<file path="config.mk">
export PLATFORM = sky130hd
export DESIGN_NAME = univ_shift_reg_n
export DESIGN_NICKNAME = d
export VERILOG_FILES = /design/src/rtl/univ_shift_reg_n.sv
export SDC_FILE = /design/constraint.sdc
export NUM_CORES = 1
export LEC_CHECK = 0
export BUFFER_PORTS_ARGS = -buffer_cell sky130_fd_sc_hd__buf_2
export CAP_MARGIN = 20
export CORE_ASPECT_RATIO = 0.6
export CORE_MARGIN = 2
export CORE_UTILIZATION = 30
export CTS_CLUSTER_DIAMETER = 80
export DETAILED_ROUTE_END_ITERATION = 8
export MAX_ROUTING_LAYER = met4
export SYNTH_ARGS = -nofsm -noshare
export SYNTH_HDL_FRONTEND = slang
export SYNTH_SLANG_ARGS = --single-unit
</file>
<file path="constraint.sdc">
create_clock -name CLK -period 1.55 [get_ports CLK]
set_input_delay 0.155 -clock CLK [delete_from_list [all_inputs] [get_ports CLK]]
set_output_delay 0.155 -clock CLK [all_outputs]
set_load 0.01 [all_outputs]
</file>
<file path="src/rtl/univ_shift_reg_n.sv">
// Universal WIDTH-bit shift register (hold / shift-up / shift-down / load) with an
// autonomous burst sequencer. Define SHREG_ROTATE_EN to add the ROT rotate-select port.
module univ_shift_reg_n #(
    parameter int WIDTH = 8,
    parameter int CNT_W = 4
) (
    input  logic             CLK,
    input  logic             CLR,
    input  logic [1:0]       S,
    input  logic [WIDTH-1:0] D,
    input  logic             SR_SER,
    input  logic             SL_SER,
    input  logic             EN,
    input  logic             START,
    input  logic [CNT_W-1:0] AMT,
`ifdef SHREG_ROTATE_EN
    input  logic             ROT,
`endif
    output logic [WIDTH-1:0] Q,
    output logic             SO_UP,
    output logic             SO_DN,
    output logic             BUSY,
    output logic             DONE
);

    typedef enum logic {
        IDLE  = 1'b0,
        BURST = 1'b1
    } state_t;

    localparam logic [1:0] MODE_HOLD = 2'b00;
    localparam logic [1:0] MODE_UP   = 2'b01;
    localparam logic [1:0] MODE_DN   = 2'b10;
    localparam logic [1:0] MODE_LOAD = 2'b11;

    state_t           state_q;
    logic [WIDTH-1:0] q_q;
    logic             dir_dn_q;
    logic [CNT_W-1:0] rem_q;
    logic             busy_q;
    logic             done_q;

    logic             fill_up;
    logic             fill_dn;
    logic [WIDTH-1:0] up_d;
    logic [WIDTH-1:0] dn_d;
    logic             start_ok;

`ifdef SHREG_ROTATE_EN
    assign fill_up = ROT ? q_q[WIDTH-1] : SR_SER;
    assign fill_dn = ROT ? q_q[0]       : SL_SER;
`else
    assign fill_up = SR_SER;
    assign fill_dn = SL_SER;
`endif

    assign up_d = {q_q[WIDTH-2:0], fill_up};
    assign dn_d = {fill_dn, q_q[WIDTH-1:1]};

    // A burst needs a non-zero count and a shifting mode; otherwise START falls through to EN/S.
    assign start_ok = START && (AMT != '0) && ((S == MODE_UP) || (S == MODE_DN));

    // NOTE: all state below is registered with non-blocking assignments so every
    // read in this block sees the pre-edge value regardless of statement order.
    always_ff @(posedge CLK) begin
        if (CLR) begin
            state_q  <= IDLE;
            q_q      <= '0;
            dir_dn_q <= 1'b0;
            rem_q    <= '0;
            busy_q   <= 1'b0;
            done_q   <= 1'b0;
        end else if (state_q == IDLE) begin
            done_q <= 1'b0;
            if (start_ok) begin
                dir_dn_q <= (S == MODE_DN);
                q_q      <= (S == MODE_DN) ? dn_d : up_d;
                rem_q    <= AMT - CNT_W'(1);
                if (AMT == CNT_W'(1)) begin
                    done_q <= 1'b1;
                end else begin
                    state_q <= BURST;
                    busy_q  <= 1'b1;
                end
            end else if (EN) begin
                case (S)
                    MODE_UP:   q_q <= up_d;
                    MODE_DN:   q_q <= dn_d;
                    MODE_LOAD: q_q <= D;
                    MODE_HOLD: q_q <= q_q;
                    default:   q_q <= q_q;
                endcase
            end
        end else begin
            q_q   <= dir_dn_q ? dn_d : up_d;
            rem_q <= rem_q - CNT_W'(1);
            if (rem_q == CNT_W'(1)) begin
                state_q <= IDLE;
                busy_q  <= 1'b0;
                done_q  <= 1'b1;
            end
        end
    end

    assign Q     = q_q;
    assign SO_UP = q_q[WIDTH-1];
    assign SO_DN = q_q[0];
    assign BUSY  = busy_q;
    assign DONE  = done_q;

endmodule

</file>
==> summary.md <==
| Metric | Value |
|---|---|
| Hold WC Path Type | in -> reg |
| Status | complete, no violations |
| First-pass GRT wire length | 4878 µm |
| Fillers | 403 |
| Crit path time final | 1.484 ns |
| Area grow syn2layout | 28.17% |
| Final period util | 0.9577 |
| Starting Density | 0.3144 |
| Worst-path fanout max | 7 |
| Hold_ws | ~0.21 ns |
| Core Region | 3701 µm² |
| Power Total | around 1.3 mW |
| Avg WL per Cell | 13.07 µm |
| Critical path depth in cells | 4 |
| Top_reg_cell synth | dfxtp_1 |
| EDFF count, synth | 0 |
| RSZ-0062 raised after global routing | no |
| Die Width | between 80 and 90 µm |
| Area occupied by multi-input gates | 795.8 µm² |
| IO Pins | 32 |
| Hold Violations, Final | 0 |
| Post-Synthesis Net Count | approximately 180 |
| Share of layout cells above drive strength 1 | 0.3279 |
| Slowest stage delay, CP | approximately 0.5 ns |
| Num CTS Buffers | 3 |
| Setup slack after placement | -0.1992 ns |
| DP Wirelength | approximately 2300 µm |
| Antenna cells | 0 |
| Vias per cell | 5.239 |
| Register area | 320.3 µm² |
| Iteration count of the initial detailed-routing pass | 7 |
| Critical Path AT | 1.60 ns |
| Ys Warns | 0 |
| P per Cell Area | 843.4 nW/µm² |
| P_leak | 0.6849 nW |
| CP delay by family, top | compound AO/OA/AOI/OAI gates |
| Row Count | 17 |
| Final worst setup slack | 0.06554 ns |
| Most frequent cells in the layout | buf_2 (31), nor2_1 (20), dfxtp_1 (16), nand2b_1 (13), buf_4 (13) |
| Asr flop ratio synth | 0 |
| Peak Freq | 673.6 MHz |
| Routed Antenna Nets | 0 |
| Gr usage total | 0.1415 |
| # clock sinks | 16 |
| Full die area | 4409 µm² |
| WHS Path Cells | 4 |
| Final Net Count | 213 |
| Synth Cell Area | 1164 µm² |
| Most common cell after layout, fill and taps aside | buf_2 |
| Setup bufs post-CTS | 0 |
| Clk_lat worst skew | ~0.24 ns |
| Register area share after synthesis | 0.2753 |
| Max_slew headroom | 0.6745 |
| Initial DRC Count | 179 |
| Worst EP required | 1.66 ns |
| Max H-tree Level | 1 |
| DRC | 0 |
| Crit path cell chain | or3_4 > o21ai_2 > a222oi_1 > nor3_1 |
| Synth unique cells | 33 |
| R2r worst-path depth | 4 |
| WL final | 3006 µm |
| Max Transition Viols Final | 0 |
| Cells after Synth | 147 |
| Vias | around 1200 |
| Root Driver | clkbuf_8 |
| DIE HEIGHT | 52.24 µm |
| I/O Buffers | 31 |
| Vias in the first global route | 1012 |
| Largest net degree at the start of global routing | 17 |
| Max-cap violations | 0 |
| Worst setup SP type | register |
| Final count of negative-setup-slack endpoints | 0 |
| Critical Path End Type | register |
| Critical path's slowest cell | dfxtp_1 |
| Worst vdd ir | ~0.32 mV |
| Worst Max-Slew Pin Slew | 0.4883 ns |
| GR Overflow Total | 0 |
| Kind of critical path | reg -> reg |
| Clock Skews | between 0.003 and 0.004 ns |
| CTS tree | built |
| Clk slew on worst S/H paths | 0.06 ns |
| Buf+Inv Stages, Crit Path | 0 |
| Initial antenna violation count | 0 |
| Synth Register Bits | 16 |
| Clock Tree Buf Depth | 2 |
| GP Congestion | roughly 0.81 |
| Syn Area/Cell | just under 8 µm² |
-- worst paths after layout --
path / start / to / slack [ns]
setup / recovery: state_q / Q[7] / 0.07
hold / removal: AMT[0] / rem_q[0] / 0.21
setup reg to reg: state_q / Q[7] / 0.07
hold reg to reg: BUSY / BUSY / 0.45
-- kinds of logic after synthesis --
group / count (synthesis) / share of synthesized area
DFF: 16 / 0.2753
muxes: 2 / 0.01720
xor gates and xnor gates: 2 / 0.01506
buffers and inverters: 17 / 0.06774
adders and majority gates: 8 / 0.08602
AOI/OAI and AO/OA: 43 / 0.2764
and+or+nand+nor: 59 / 0.2624
-- registers in the layout, summed over array words and instances (netlist names) --
| signal | count |
|---|---|
| BUSY | 1 |
| DONE | 1 |
| Q | 8 |
| dir_dn_q | 1 |
| rem_q | 4 |
| state_q | 1 |
-- cells in the mapped netlist, types with 3 or more instances --
library cell / number / share of area
a21oi_1: 8 / 0.034
a222oi_1: 8 / 0.069
a22oi_1: 8 / 0.052
buf_2: 3 / 0.013
buf_4: 3 / 0.019
clkbuf_1: 3 / 0.0097
dfxtp_1: 16 / 0.28
ha_1: 8 / 0.086
inv_1: 6 / 0.019
nand2_1: 7 / 0.023
nand2b_1: 13 / 0.070
nor2_1: 20 / 0.065
nor2b_1: 3 / 0.016
nor3_1: 10 / 0.043
o21ai_0: 10 / 0.043
-- stage by stage --
step                  util  cell area [µm²]  setup TNS [ns]  cells
finish              0.4030             1491               0    230
global route        0.4030             1491               0    230
CTS                 0.3945             1460               0    230
detailed placement  0.3834             1419          -1.124    227
global placement    0.3834             1419         -0.8976    227
floorplan                -             1164               0    147
-- final cells by class --
| cell class | instances | area share |
|---|---|---|
| Multi-Input combinational cell | 114 | 0.5336 |
| Sequential cell | 16 | 0.2148 |
| Timing Repair Buffer | 44 | 0.1695 |
| Tap cell | 47 | 0.03943 |
| Clock buffer | 3 | 0.02768 |
| Inverter | 6 | 0.01510 |
-- repair_timing --
item | in CTS | in global routing
resized for setup | 0 | 8
hold buffers | 0 | 0
endpoints found under the setup margin | 0 | 4
-- layer usage --
layer	wire length (µm)	up-vias	GRT usage
met3	279	2	0.04724
met4	8	0	0.007937
met1	1558	546	0.2171
met2	1160	51	0.1825
li1	-	606	-
met5	0	-	-
-- tightest hold or removal path, cell delays in order --
cell and delay, ns:
buf_2 0.09, inv_2 0.05, nand2_1 0.05, a21oi_1 0.05
-- power breakdown --
part	internal [mW]	switching (mW)
Sequential	0.458	0.0653
Combinational	0.207	0.227
Clock	0.172	0.129
(Power assumes the default switching activity.)
